### config.mk
export PLATFORM = sky130hd
export DESIGN_NAME = ls161
export DESIGN_NICKNAME = d
export VERILOG_FILES = /design/src/rtl/ls_pkg.sv /design/src/rtl/ls161_stage.sv /design/src/rtl/ls161.sv
export SDC_FILE = /design/constraint.sdc
export NUM_CORES = 1
export LEC_CHECK = 0
export CAP_MARGIN = 20
export CORE_AREA = 2 2 39 41
export CTS_CLUSTER_SIZE = 16
export DETAILED_ROUTE_END_ITERATION = 8
export DIE_AREA = 0 0 41 43
export MAX_ROUTING_LAYER = met4
export PLACE_DENSITY = 0.42
export SYNTH_ARGS = -nofsm -noshare
export SYNTH_HDL_FRONTEND = slang
export SYNTH_SLANG_ARGS = --single-unit
export TNS_END_PERCENT = 20
### constraint.sdc
create_clock -name _CLK -period 1 [get_ports _CLK]
set_input_delay 0.25 -clock _CLK [delete_from_list [all_inputs] [get_ports _CLK]]
set_output_delay 0.25 -clock _CLK [all_outputs]
set_load 0.01 [all_outputs]
### src/rtl/ls_pkg.sv
// ---------------------------------------------------------------------------
// ls_pkg
// Shared types and constants for the LS16x / LS19x counter family models.
//
// Contents:
//   nibble_t   - 4-bit counter value
//   NIBBLE_MAX - terminal count of a 4-bit binary stage (drives ripple carry)
//   ctr_op_t   - per-edge operation selected by the control pins
//
// Macros: none (LS161_SYNC_CLR_EN is consumed by ls161.sv only).
// ---------------------------------------------------------------------------
package ls_pkg;

  typedef logic [3:0] nibble_t;

  localparam nibble_t NIBBLE_MAX = 4'hF;

  // What the counter does on the next rising clock edge. Async clears are
  // not represented here; they bypass the clocked path entirely.
  typedef enum logic [1:0] {
    OP_HOLD  = 2'd0,
    OP_LOAD  = 2'd1,
    OP_COUNT = 2'd2,
    OP_CLR   = 2'd3
  } ctr_op_t;

endpackage : ls_pkg

### src/rtl/ls161_stage.sv
// ---------------------------------------------------------------------------
// ls161_stage
// One bit cell of the LS161 counter: a toggle flip-flop with synchronous
// load and synchronous clear, plus an asynchronous clear to RST_BIT.
//
// Parameters:
//   RST_BIT   - value this bit takes on any clear
// Ports:
//   clk       - rising-edge clock
//   rst       - asynchronous clear, active-high (reset and/or async _CLR)
//   clr       - synchronous clear, active-high (highest clocked priority)
//   load      - synchronous parallel load, active-high
//   load_data - bit captured on load
//   toggle    - invert the bit on this edge (carry-in from lower bits)
//   q         - bit value
// ---------------------------------------------------------------------------
module ls161_stage #(
  parameter logic RST_BIT = 1'b0
) (
  input  logic clk,
  input  logic rst,
  input  logic clr,
  input  logic load,
  input  logic load_data,
  input  logic toggle,
  output logic q
);

  always_ff @(posedge clk or posedge rst) begin
    if (rst) begin
      q <= RST_BIT;
    end else if (clr) begin
      q <= RST_BIT;
    end else if (load) begin
      q <= load_data;
    end else if (toggle) begin
      q <= ~q;
    end
  end

endmodule : ls161_stage

### src/rtl/ls161.sv
// ---------------------------------------------------------------------------
// ls161
// SN74LS161A-style synchronous 4-bit binary counter with parallel load,
// two count enables and ripple carry out. QA/QB are intended to drive the
// select lines of a downstream dual 4-to-1 mux; ENT/RCO chain stages into
// wider synchronous counters with no glue.
//
// Parameters:
//   RST_VAL - value forced by _RST and by _CLR
// Ports:
//   _CLK        - clock, all non-async state changes on rising edge
//   _RST        - asynchronous reset, active-high
//   _CLR        - chip clear, active-low (async, or sync with macro below)
//   _LOAD       - synchronous parallel load, active-low
//   _ENP, _ENT  - count enables, active-high; _ENT also gates _RCO
//   _A.._D      - load data, _A is the LSB
//   _QA.._QD    - count outputs, _QA is the LSB
//   _RCO        - ripple carry out = _ENT & (Q == 15)
//
// Build option:
//   LS161_SYNC_CLR_EN - when defined, _CLR acts synchronously with top
//                       clocked priority (LS163 behaviour); _RST stays async.
// ---------------------------------------------------------------------------
module ls161
  import ls_pkg::*;
#(
  parameter nibble_t RST_VAL = 4'h0
) (
  input  logic _CLK,
  input  logic _RST,
  input  logic _CLR,
  input  logic _LOAD,
  input  logic _ENP,
  input  logic _ENT,
  input  logic _A,
  input  logic _B,
  input  logic _C,
  input  logic _D,
  output logic _QA,
  output logic _QB,
  output logic _QC,
  output logic _QD,
  output logic _RCO
);

  nibble_t    q;
  nibble_t    load_data;
  nibble_t    toggle;
  ctr_op_t    op;
  logic       arst;
  logic       sclr;

  assign load_data = {_D, _C, _B, _A};

`ifdef LS161_SYNC_CLR_EN
  assign arst = _RST;
  assign sclr = ~_CLR;
`else
  // Both clears share the flops' async input; either one forces RST_VAL.
  assign arst = _RST | ~_CLR;
  assign sclr = 1'b0;
`endif

  always_comb begin
    op = OP_HOLD;
    if (sclr) begin
      op = OP_CLR;
    end else if (!_LOAD) begin
      op = OP_LOAD;
    end else if (_ENP && _ENT) begin
      op = OP_COUNT;
    end
  end

  // Bit i toggles when counting and every lower bit is 1 (binary carry).
  always_comb begin
    toggle    = '0;
    toggle[0] = (op == OP_COUNT);
    for (int i = 1; i < 4; i++) begin
      toggle[i] = toggle[i-1] & q[i-1];
    end
  end

  for (genvar i = 0; i < 4; i++) begin : g_stage
    ls161_stage #(
      .RST_BIT (RST_VAL[i])
    ) u_stage (
      .clk       (_CLK),
      .rst       (arst),
      .clr       (op == OP_CLR),
      .load      (op == OP_LOAD),
      .load_data (load_data[i]),
      .toggle    (toggle[i]),
      .q         (q[i])
    );
  end

  assign {_QD, _QC, _QB, _QA} = q;

  // Decoded purely from Q and _ENT, so _ENP/_LOAD activity never reaches it.
  assign _RCO = _ENT & (q == NIBBLE_MAX);

endmodule : ls161

==> flow_summary_export.csv, run 1 <==
group,metric,value,unit
outcome,status,"finished, violations left",
outcome,violations,"negative setup slack",
worst_setup_path,crit_fanout,2,
finish,drive_gt1_share,34.0,%
die,die_h,43,um
cts,cts.hold.buffers_added,0,
finish,layout.nets,62,
yosys,yosys-mux-area-fraction,0,%
sta,finalSetupViolations,6,
worst_setup_path,reg2reg_from,"g_stage[2].u_stage.q$_DFFE_PP0P_",
yosys,synth_top_family_by_area,"simple AND/OR/NAND/NOR gates",
cts,postCtsSetupBuffers,0,
sta,holdWs,351,ps
place,place_inst,63,
yosys,syn_area,216,um2
yosys,yosysUniqueCellTypes,13,
finish,top_regs,"g_stage.u_stage.q: 4 flops",
finish,largest_register_ffs,4,
cts,clkTransAtPathRegs,40,ps
drt,viasPerCell,3.88,
worst_setup_path,arrival,1300,ps
worst_setup_path,worstSetupEndpointType,"flop",
yosys,ys_warn_count,0,
sta,fin_skew,2.96,ps
worst_setup_path,crit_type,"reg -> reg",
sta,clock.fmax,0.865,GHz
finish,design_area,460,um2
die,fp.dieW,41,um
finish,layout_common_cells,"8 x buf_4, 6 x clkdlybuf4s50_1, 5 x nor2_1",
sta,period_share,116,%
sta,period_needed,1160,ps
worst_setup_path,crit-reg2reg-capture,"g_stage[3].u_stage.q$_DFFE_PP0P_",
drt,avgRoutedWirePerCell,9.26,um
worst_setup_path,cp_cell_sequence,"nand4_1 > buf_4 > or3_1 > a31oi_1",
finish,seq_area,100,um2
cts,insertion_delay,230,ps
place,place_congestion,0.653,
sta,final-hold-violation-count,0,
pwr,p_leak,0.222,nW
global_routing,antenna_found_initial,0,
yosys,synth_compound_area_share,12.1,%
drt,ant_nets,0,
yosys,synth_nets,36,
drt,drt_iter0_drc,6,
yosys,yosysSeqAreaShare,46.2,%
global_routing,grt_overflow,0,
sta,worst_slew_pin_slew,296,ps
global_routing,grt_pass1_vias,274,
pwr,ir_worst_vdd,388,uV
cts,cts_tree,"yes",
global_routing,grt_pass1_wl,993,um
global_routing,grt_start_max_net_pins,9,
worst_setup_path,crit_path_end,"g_stage[3].u_stage.q$_DFFE_PP0P_",
place,postPlaceCellArea,433,um2
finish,num-fill-cells,157,
drt,num_vias,256,
place,hpwlAfterDp,504,um
worst_setup_path,slowest_delay,340,ps
yosys,syn_area_per_cell,8.33,um2
cts,clk_path_buf_depth,2,
worst_setup_path,r2r_slack,-160,ps
die,row_count,14,
place,port_buffers,14,
sta,rsz0062_at_grt,"yes",
finish,diodes,0,
yosys,netlist_instances,26,
worst_setup_path,setup.worst_path.start_class,"flop",
sta,layout_setup_ws,-156,ps
drt,totalWireLength,611,um
worst_setup_path,reg2reg_depth,4,
cts,root_buffer,"clkbuf_4",
worst_setup_path,path_buf_inv,1,
finish,fin_cells,66,
worst_setup_path,cp-startpoint,"g_stage[2].u_stage.q$_DFFE_PP0P_",
worst_setup_path,cp.depth,4,
yosys,yosys.area_share.simple,24.3,%
die,die_area,1760,um2
pwr,p_per_area,1270,nW/um2
finish,syn2layout_area_growth,113,%
yosys,synthXorXnorAreaFrac,12.1,%
die,fp.coreArea,1380,um2
sta,drv_slew,0,
drt,drtPass1Iterations,2,
finish,top_register,"g_stage.u_stage.q",
die,start_util,15.6,%
sta,relSlewSlack,80.2,%
yosys,yosys_register_bits,4,
worst_setup_path,crit_slowest_cell,"dfrtp_1",
cts,clock-sinks,4,
die,io_pins,15,
pwr,totalPowerFinal,0.583,mW
finish,multi_input_area,110,um2
drt,drcViolationCount,0,
global_routing,grt_usage,8.97,%
worst_setup_path,crit_family,"simple AND/OR/NAND/NOR gates",
worst_setup_path,required,1150,ps
run,cap_violations,0,
cts,cts-htree-levels,1,
cts,cts_made_buffers,3,
yosys,synth_fa_ha_area_share,0,%
finish,final_common_cell,"buf_4",
hold_path,hp-class,"in -> async",
==> repair_timing <==
action / CTS / global route
pin swaps: 4 / 5
gates cloned: 0 / 0
endpoints found under the setup margin: 9 / 9
resized for setup: 25 / 3
==> synthesized netlist by cell type, drive strengths merged <==
master	number	area [um2]
nor2b	1	6.26
a21oi	3	15.0
a31oi	1	6.26
inv	2	7.51
clkbuf	1	3.75
xor2	3	26.3
nand3	1	5.00
nor2	5	18.8
dfrtp	4	100
o21ai	1	5.00
nand2	1	3.75
or3	1	6.26
nand4	2	12.5
==> power breakdown <==
part	internal [mW]	switching, mW
clock	0.134	0.0599
sequential	0.182	0.0116
combinational	0.120	0.0754
==> cells by family (layout without fill, tap and decap cells) <==
| family | after synthesis | after routing |
|---|---|---|
| and+or+nand+nor | 11 | 11 |
| buffers and inverters | 3 | 27 |
| DFF | 4 | 4 |
| AOI/OAI and AO/OA | 5 | 5 |
| xor gates and xnor gates | 3 | 3 |
==> worst min path at each step <==
stage,endpoint,slack [ps],cells past startpoint
final,g_stage[0].u_stage.q$_DFFE_PP0P_,350,3
after global routing,g_stage[0].u_stage.q$_DFFE_PP0P_,390,3
after CTS,g_stage[0].u_stage.q$_DFFE_PP0P_,360,3
after detailed placement,g_stage[2].u_stage.q$_DFFE_PP0P_,600,3
after global placement,g_stage[2].u_stage.q$_DFFE_PP0P_,590,3
after floorplan,g_stage[0].u_stage.q$_DFFE_PP0P_,110,1
==> through the flow <==
step | setup slack (ps) | util (%) | TNS [ps]
global route | -251 | 33.3 | -1090
floorplan | -103 | - | -104
detailed placement | -744 | 31.3 | -3040
finish | -156 | 33.3 | -631
CTS | -200 | 32.3 | -762
global placement | -720 | 31.3 | -2910
==> final cells by class <==
type / instances / area share [%]
inverter: 2 / 1.63
multi-input combinational: 19 / 23.9
timing repair buffer: 22 / 43.5
clock buffer: 3 / 4.89
sequential: 4 / 21.7
tap: 16 / 4.35
==> worst min-delay path, cell delays in order <==
cell	delay, ps
clkdlybuf4s50_1	390
nor2b_1	110
buf_4	140
==> routing by layer <==
layer	global-route usage (%)	part of all wire (%)	wire length, um
met1	9.39	42	259
met2	12.5	44	271
met3	3.14	13	80
met4	8.00	0	0
met5	-	0	0
Power figures use the tool's default switching activity.
==> run 2: changes to the inputs <==
--- a/config.mk
+++ b/config.mk
@@ -12,4 +12,6 @@
 export DIE_AREA = 0 0 41 43
+export GPL_TIMING_DRIVEN = 0
 export MAX_ROUTING_LAYER = met4
 export PLACE_DENSITY = 0.42
+export SETUP_SLACK_MARGIN = 0.02
 export SYNTH_ARGS = -nofsm -noshare
==> constraint.sdc (replaced) <==
create_clock -name _CLK -period 1 [get_ports _CLK]
set_input_delay 0.15 -clock _CLK [delete_from_list [all_inputs] [get_ports _CLK]]
set_output_delay 0.15 -clock _CLK [all_outputs]
set_load 0.01 [all_outputs]
==> flow_summary_export.csv, run 2 (synthesized netlist as in run 1, its figures left out) <==
group,metric,value,unit
global_routing,antenna_found_initial,0,
pwr,ir_worst_vdd,829,uV
finish,design_area,404,um2
finish,syn2layout_area_growth,86.7,%
drt,ant_nets,0,
finish,final_common_cell,"clkdlybuf4s50_1",
drt,num_vias,247,
place,place_inst,55,
drt,totalWireLength,625,um
cts,clock-sinks,4,
cts,cts_made_buffers,3,
sta,final-hold-violation-count,0,
run,cap_violations,0,
cts,cts_tree,"yes",
die,start_util,15.6,%
sta,drv_slew,0,
die,fp.dieW,41,um
die,die_area,1760,um2
outcome,status,"finished, violations left",
global_routing,grt_start_max_net_pins,9,
finish,largest_register_ffs,4,
place,postPlaceCellArea,367,um2
worst_setup_path,r2r_slack,-90,ps
finish,seq_area,100,um2
worst_setup_path,reg2reg_depth,3,
sta,period_needed,1120,ps
pwr,p_leak,0.183,nW
finish,top_regs,"g_stage.u_stage.q: 4 flops",
outcome,violations,"negative setup slack",
drt,avgRoutedWirePerCell,10.2,um
die,die_h,43,um
finish,multi_input_area,105,um2
global_routing,grt_usage,9.70,%
drt,drtPass1Iterations,4,
worst_setup_path,crit_type,"reg -> out",
global_routing,grt_pass1_wl,1060,um
worst_setup_path,crit_path_end,"_RCO",
drt,viasPerCell,4.05,
sta,clock.fmax,0.891,GHz
worst_setup_path,reg2reg_from,"g_stage[0].u_stage.q$_DFFE_PP0P_",
sta,rsz0062_at_grt,"yes",
drt,drcViolationCount,0,
cts,insertion_delay,240,ps
worst_setup_path,crit-reg2reg-capture,"g_stage[3].u_stage.q$_DFFE_PP0P_",
global_routing,grt_overflow,0,
hold_path,hp-class,"in -> async",
place,place_congestion,0.705,
finish,top_register,"g_stage.u_stage.q",
global_routing,grt_pass1_vias,271,
sta,finalSetupViolations,5,
finish,diodes,0,
finish,drive_gt1_share,22.2,%
finish,layout.nets,57,
sta,relSlewSlack,73.2,%
finish,layout_common_cells,"6 x clkdlybuf4s50_1, 5 x nor2_1, 4 x dfrtp_1",
place,port_buffers,13,
worst_setup_path,setup.worst_path.start_class,"flop",
pwr,totalPowerFinal,0.567,mW
cts,clkTransAtPathRegs,40,ps
cts,cts-htree-levels,1,
sta,fin_skew,3.39,ps
worst_setup_path,arrival,970,ps
pwr,p_per_area,1400,nW/um2
cts,root_buffer,"clkbuf_4",
die,io_pins,15,
sta,layout_setup_ws,-122,ps
worst_setup_path,cp-startpoint,"g_stage[0].u_stage.q$_DFFE_PP0P_",
sta,worst_slew_pin_slew,400,ps
cts,clk_path_buf_depth,2,
die,fp.coreArea,1380,um2
sta,fin_setup_tns,-305,ps
finish,num-fill-cells,151,
die,row_count,14,
worst_setup_path,worstSetupEndpointType,"primary output",
finish,fin_cells,61,
sta,period_share,112,%
drt,drt_iter0_drc,2,
worst_setup_path,crit_fanout,3,
worst_setup_path,required,850,ps
[run 2: worst min-delay path by stage]
stage          start                               end  slack (ps)  depth (start not counted)
4_1_cts         _RST  g_stage[2].u_stage.q$_DFFE_PP0P_         230                          2
6_report        _RST  g_stage[2].u_stage.q$_DFFE_PP0P_         230                          2
5_1_grt         _RST  g_stage[3].u_stage.q$_DFFE_PP0P_         270                          2
2_1_floorplan   _RST  g_stage[0].u_stage.q$_DFFE_PP0P_          10                          1
3_3_place_gp    _RST  g_stage[2].u_stage.q$_DFFE_PP0P_         470                          2
3_5_place_dp    _RST  g_stage[2].u_stage.q$_DFFE_PP0P_         490                          2
[run 2: final cells by class]
cell class              count  area share (%)
flip-flops and latches      4            24.8
repair buffers             16            35.9
inverters                   2            1.86
plain buffers               1           0.929
clock buffers               3            5.57
multi-input cells          19            26.0
well taps                  16            4.95
[run 2: metrics by stage]
step,utilization (%),setup WS [ps],hold WS (ps)
floorplan,-,-103,9.67
global placement,26.5,-610,474
detailed placement,26.5,-631,494
CTS,28.5,-126,235
global route,29.2,-178,273
finish,29.2,-122,230
[run 2: layer usage]
layer  routed length [um]  global-route usage, %
met4                    8                   6.00
met3                  111                   7.85
met2                  229                   11.3
met1                  276                   11.0
met5                    0                      -
[run 2: critical path, cell delays in order, from the launching register on]
cell     delay (ps)
dfrtp_1         360
nand4_1         140
nor2_1          100
buf_2           130
[run 2: power by group]
part	switching [mW]	internal, mW
clock	0.0715	0.135
combinational	0.0697	0.0950
sequential	0.0138	0.182
total	0.155	0.412
[run 2: repair_timing]
action	CTS	global route
hold buffers	0	0
endpoints found under the hold margin	0	0
pin swaps	2	6
endpoints found under the setup margin	6	7
buffers inserted	3	0
gates resized for setup	20	2
==> run 3: changes to the inputs <==
Settings changed: ABC_AREA from default to 1, GPL_ROUTABILITY_DRIVEN from default to 1, PLACE_DENSITY 0.42 to 0.45.
==> flow_summary_export.csv, run 3 <==
group,metric,value,unit
finish,num-fill-cells,157,
yosys,yosys.area.top_type,"dfrtp_1",
finish,top_regs,"g_stage.u_stage.q: 4 flops",
sta,period_share,112,%
drt,ant_nets,0,
hold_path,hp-class,"in -> async",
drt,drtPass1Iterations,4,
die,die_area,1760,um2
die,fp.dieW,41,um
sta,finalSetupViolations,5,
yosys,synth_top_family_by_area,"simple AND/OR/NAND/NOR gates",
global_routing,grt_usage,9.37,%
global_routing,antenna_found_initial,0,
die,fp.coreArea,1380,um2
finish,syn2layout_area_growth,80.7,%
sta,fin_skew,3.75,ps
worst_setup_path,setup.worst_path.start_class,"flop",
yosys,ys_warn_count,0,
yosys,synth_top_cell_area_share,39.6,%
worst_setup_path,crit_slowest_cell,"dfrtp_1",
yosys,netlist_instances,35,
sta,worst_slew_pin_slew,347,ps
finish,design_area,457,um2
pwr,p_leak,0.240,nW
sta,period_needed,1120,ps
drt,totalWireLength,653,um
worst_setup_path,crit_fanout,4,
worst_setup_path,cp_cell_sequence,"nand3_1 > nor3_1 > buf_2",
sta,drv_slew,0,
finish,layout_common_cells,"12 x nand2_1, 7 x clkdlybuf4s50_1, 5 x inv_1, 5 x dlygate4sd2_1",
cts,clkTransAtPathRegs,40,ps
global_routing,grt_pass1_wl,966,um
die,io_pins,15,
yosys,synthXorXnorAreaFrac,0,%
worst_setup_path,required,850,ps
drt,dr.max_layer_used,"met4",
outcome,status,"finished, violations left",
die,row_count,14,
place,preCtsSetupSlack,-607,ps
yosys,synthTopCellsByArea,"dfrtp_1 40%, nand2_1 18%, nand3_1 7.9%, inv_1 7.4%, nand2_4 4.5%",
worst_setup_path,crit_family,"flip-flops",
die,die_h,43,um
pwr,p_per_area,1210,nW/um2
sta,rsz0062_at_grt,"yes",
drt,num_vias,293,
global_routing,grt_start_max_net_pins,7,
drt,m1WireLength,265,um
pwr,ir_worst_vdd,776,uV
worst_setup_path,slowest_delay,380,ps
die,start_util,18.3,%
yosys,yosys.area_share.simple,46.0,%
run,cap_violations,0,
yosys,syn_area,253,um2
yosys,synthArstFlopShare,100,%
cts,insertion_delay,240,ps
sta,clock.fmax,0.895,GHz
yosys,yosysSeqAreaShare,39.6,%
finish,seq_area,100,um2
place,postPlaceCellArea,413,um2
yosys,synth-main-ff-cell,"dfrtp_1",
drt,wl_met2,340,um
yosys,yosys_register_bits,4,
place,port_buffers,14,
finish,multi_input_area,139,um2
worst_setup_path,worstSetupEndpointType,"primary output",
worst_setup_path,arrival,970,ps
global_routing,grt_overflow,0,
cts,cts-htree-levels,1,
yosys,synth_nets,45,
finish,final_common_cell,"nand2_1",
drt,avgRoutedWirePerCell,9.20,um
drt,wl_met3,42,um
yosys,synth_fa_ha_area_share,0,%
place,place_congestion,0.702,
sta,final-hold-violation-count,0,
cts,cts_made_buffers,3,
finish,largest_register_ffs,4,
cts,clock-sinks,4,
cts,cts_tree,"yes",
outcome,violations,"negative setup slack",
yosys,yosys-mux-area-fraction,0,%
place,hpwlAfterDp,525,um
yosys,yosys-top-cells-count,"12 x nand2_1, 5 x inv_1, 4 x dfrtp_1, 4 x nand3_1, 2 x nor2_1",
yosys,synth_edf_count,0,
finish,layout.nets,67,
finish,diodes,0,
cts,root_buffer,"clkbuf_4",
worst_setup_path,path_buf_inv,1,
sta,layout_setup_ws,-118,ps
yosys,synth_most_common_cell,"nand2_1",
cts,cts.hold.buffers_added,0,
drt,drt_iter0_drc,2,
drt,viasPerCell,4.13,
yosys,synth_compound_area_share,6.93,%
cts,clk_path_buf_depth,2,
yosys,syn_area_per_cell,7.22,um2
finish,top_register,"g_stage.u_stage.q",
global_routing,grt_pass1_vias,240,
worst_setup_path,crit_type,"reg -> out",
yosys,yosysUniqueCellTypes,13,
finish,drive_gt1_share,21.8,%
sta,relSlewSlack,76.8,%
drt,drcViolationCount,0,
## run 3: layer usage
| layer | vias to the layer above | track usage, % |
|---|---|---|
| met5 | - | - |
| met4 | 0 | 4.00 |
| met3 | 2 | 9.42 |
| met2 | 9 | 12.8 |
| met1 | 129 | 8.39 |
| li1 | 153 | - |
## run 3: area by class of cell
| type | count | share of cell area (%) |
|---|---|---|
| Timing Repair Buffer | 17 | 34.2 |
| Clock buffer | 3 | 4.93 |
| Sequential cell | 4 | 21.9 |
| Tap cell | 16 | 4.38 |
| Multi-Input combinational cell | 26 | 30.4 |
| Inverter | 5 | 4.11 |
## run 3: repair_timing
action / 4_1_cts / 5_1_grt
resized for setup: 16 / 0
hold endpoints to repair: 0 / 0
setup buffers: 3 / 0
setup endpoints to repair: 9 / 8
## run 3: where the power goes
part           leakage, nW  internal [mW]  switching [mW]  total [mW]
logic                0.176         0.0876          0.0713       0.159
clock network       0.0138          0.134          0.0662       0.200
registers           0.0503          0.181          0.0143       0.195
total                0.240          0.402           0.152       0.554
## run 3: logic make-up after synthesis
group / count (synthesis)
buf+inv: 5
flops: 4
simple gates: 23
compound gates: 3
## run 3: path summary, 6_finish.rpt
| check | startpoint | slack (ps) | endpoint | depth (start not counted) |
|---|---|---|---|---|
| max | g_stage[3].u_stage.q$_DFFE_PP0P_ | -120 | _RCO | 3 |
| min | _RST | 210 | g_stage[2].u_stage.q$_DFFE_PP0P_ | 2 |
| min reg2reg | g_stage[3].u_stage.q$_DFFE_PP0P_ | 570 | g_stage[3].u_stage.q$_DFFE_PP0P_ | 2 |
| max reg2reg | g_stage[0].u_stage.q$_DFFE_PP0P_ | 20 | g_stage[3].u_stage.q$_DFFE_PP0P_ | 7 |
| max in group asynchronous | _CLR | 470 | g_stage[0].u_stage.q$_DFFE_PP0P_ | 3 |
| min in group _CLK | _LOAD | 430 | g_stage[2].u_stage.q$_DFFE_PP0P_ | 3 |
## run 3: metrics by stage
step                      setup TNS [ps]  total power, mW  cells  util, %  hold WS, ps
final                               -310            0.554     71     33.0          208
after global routing                -682            0.601     71     33.0          248
after global placement             -2140            0.347     65     29.8          480
after detailed placement           -2110            0.346     65     29.8          478
after CTS                           -380            0.566     71     33.0          225
after floorplan                        0            0.257     35        -         5.44
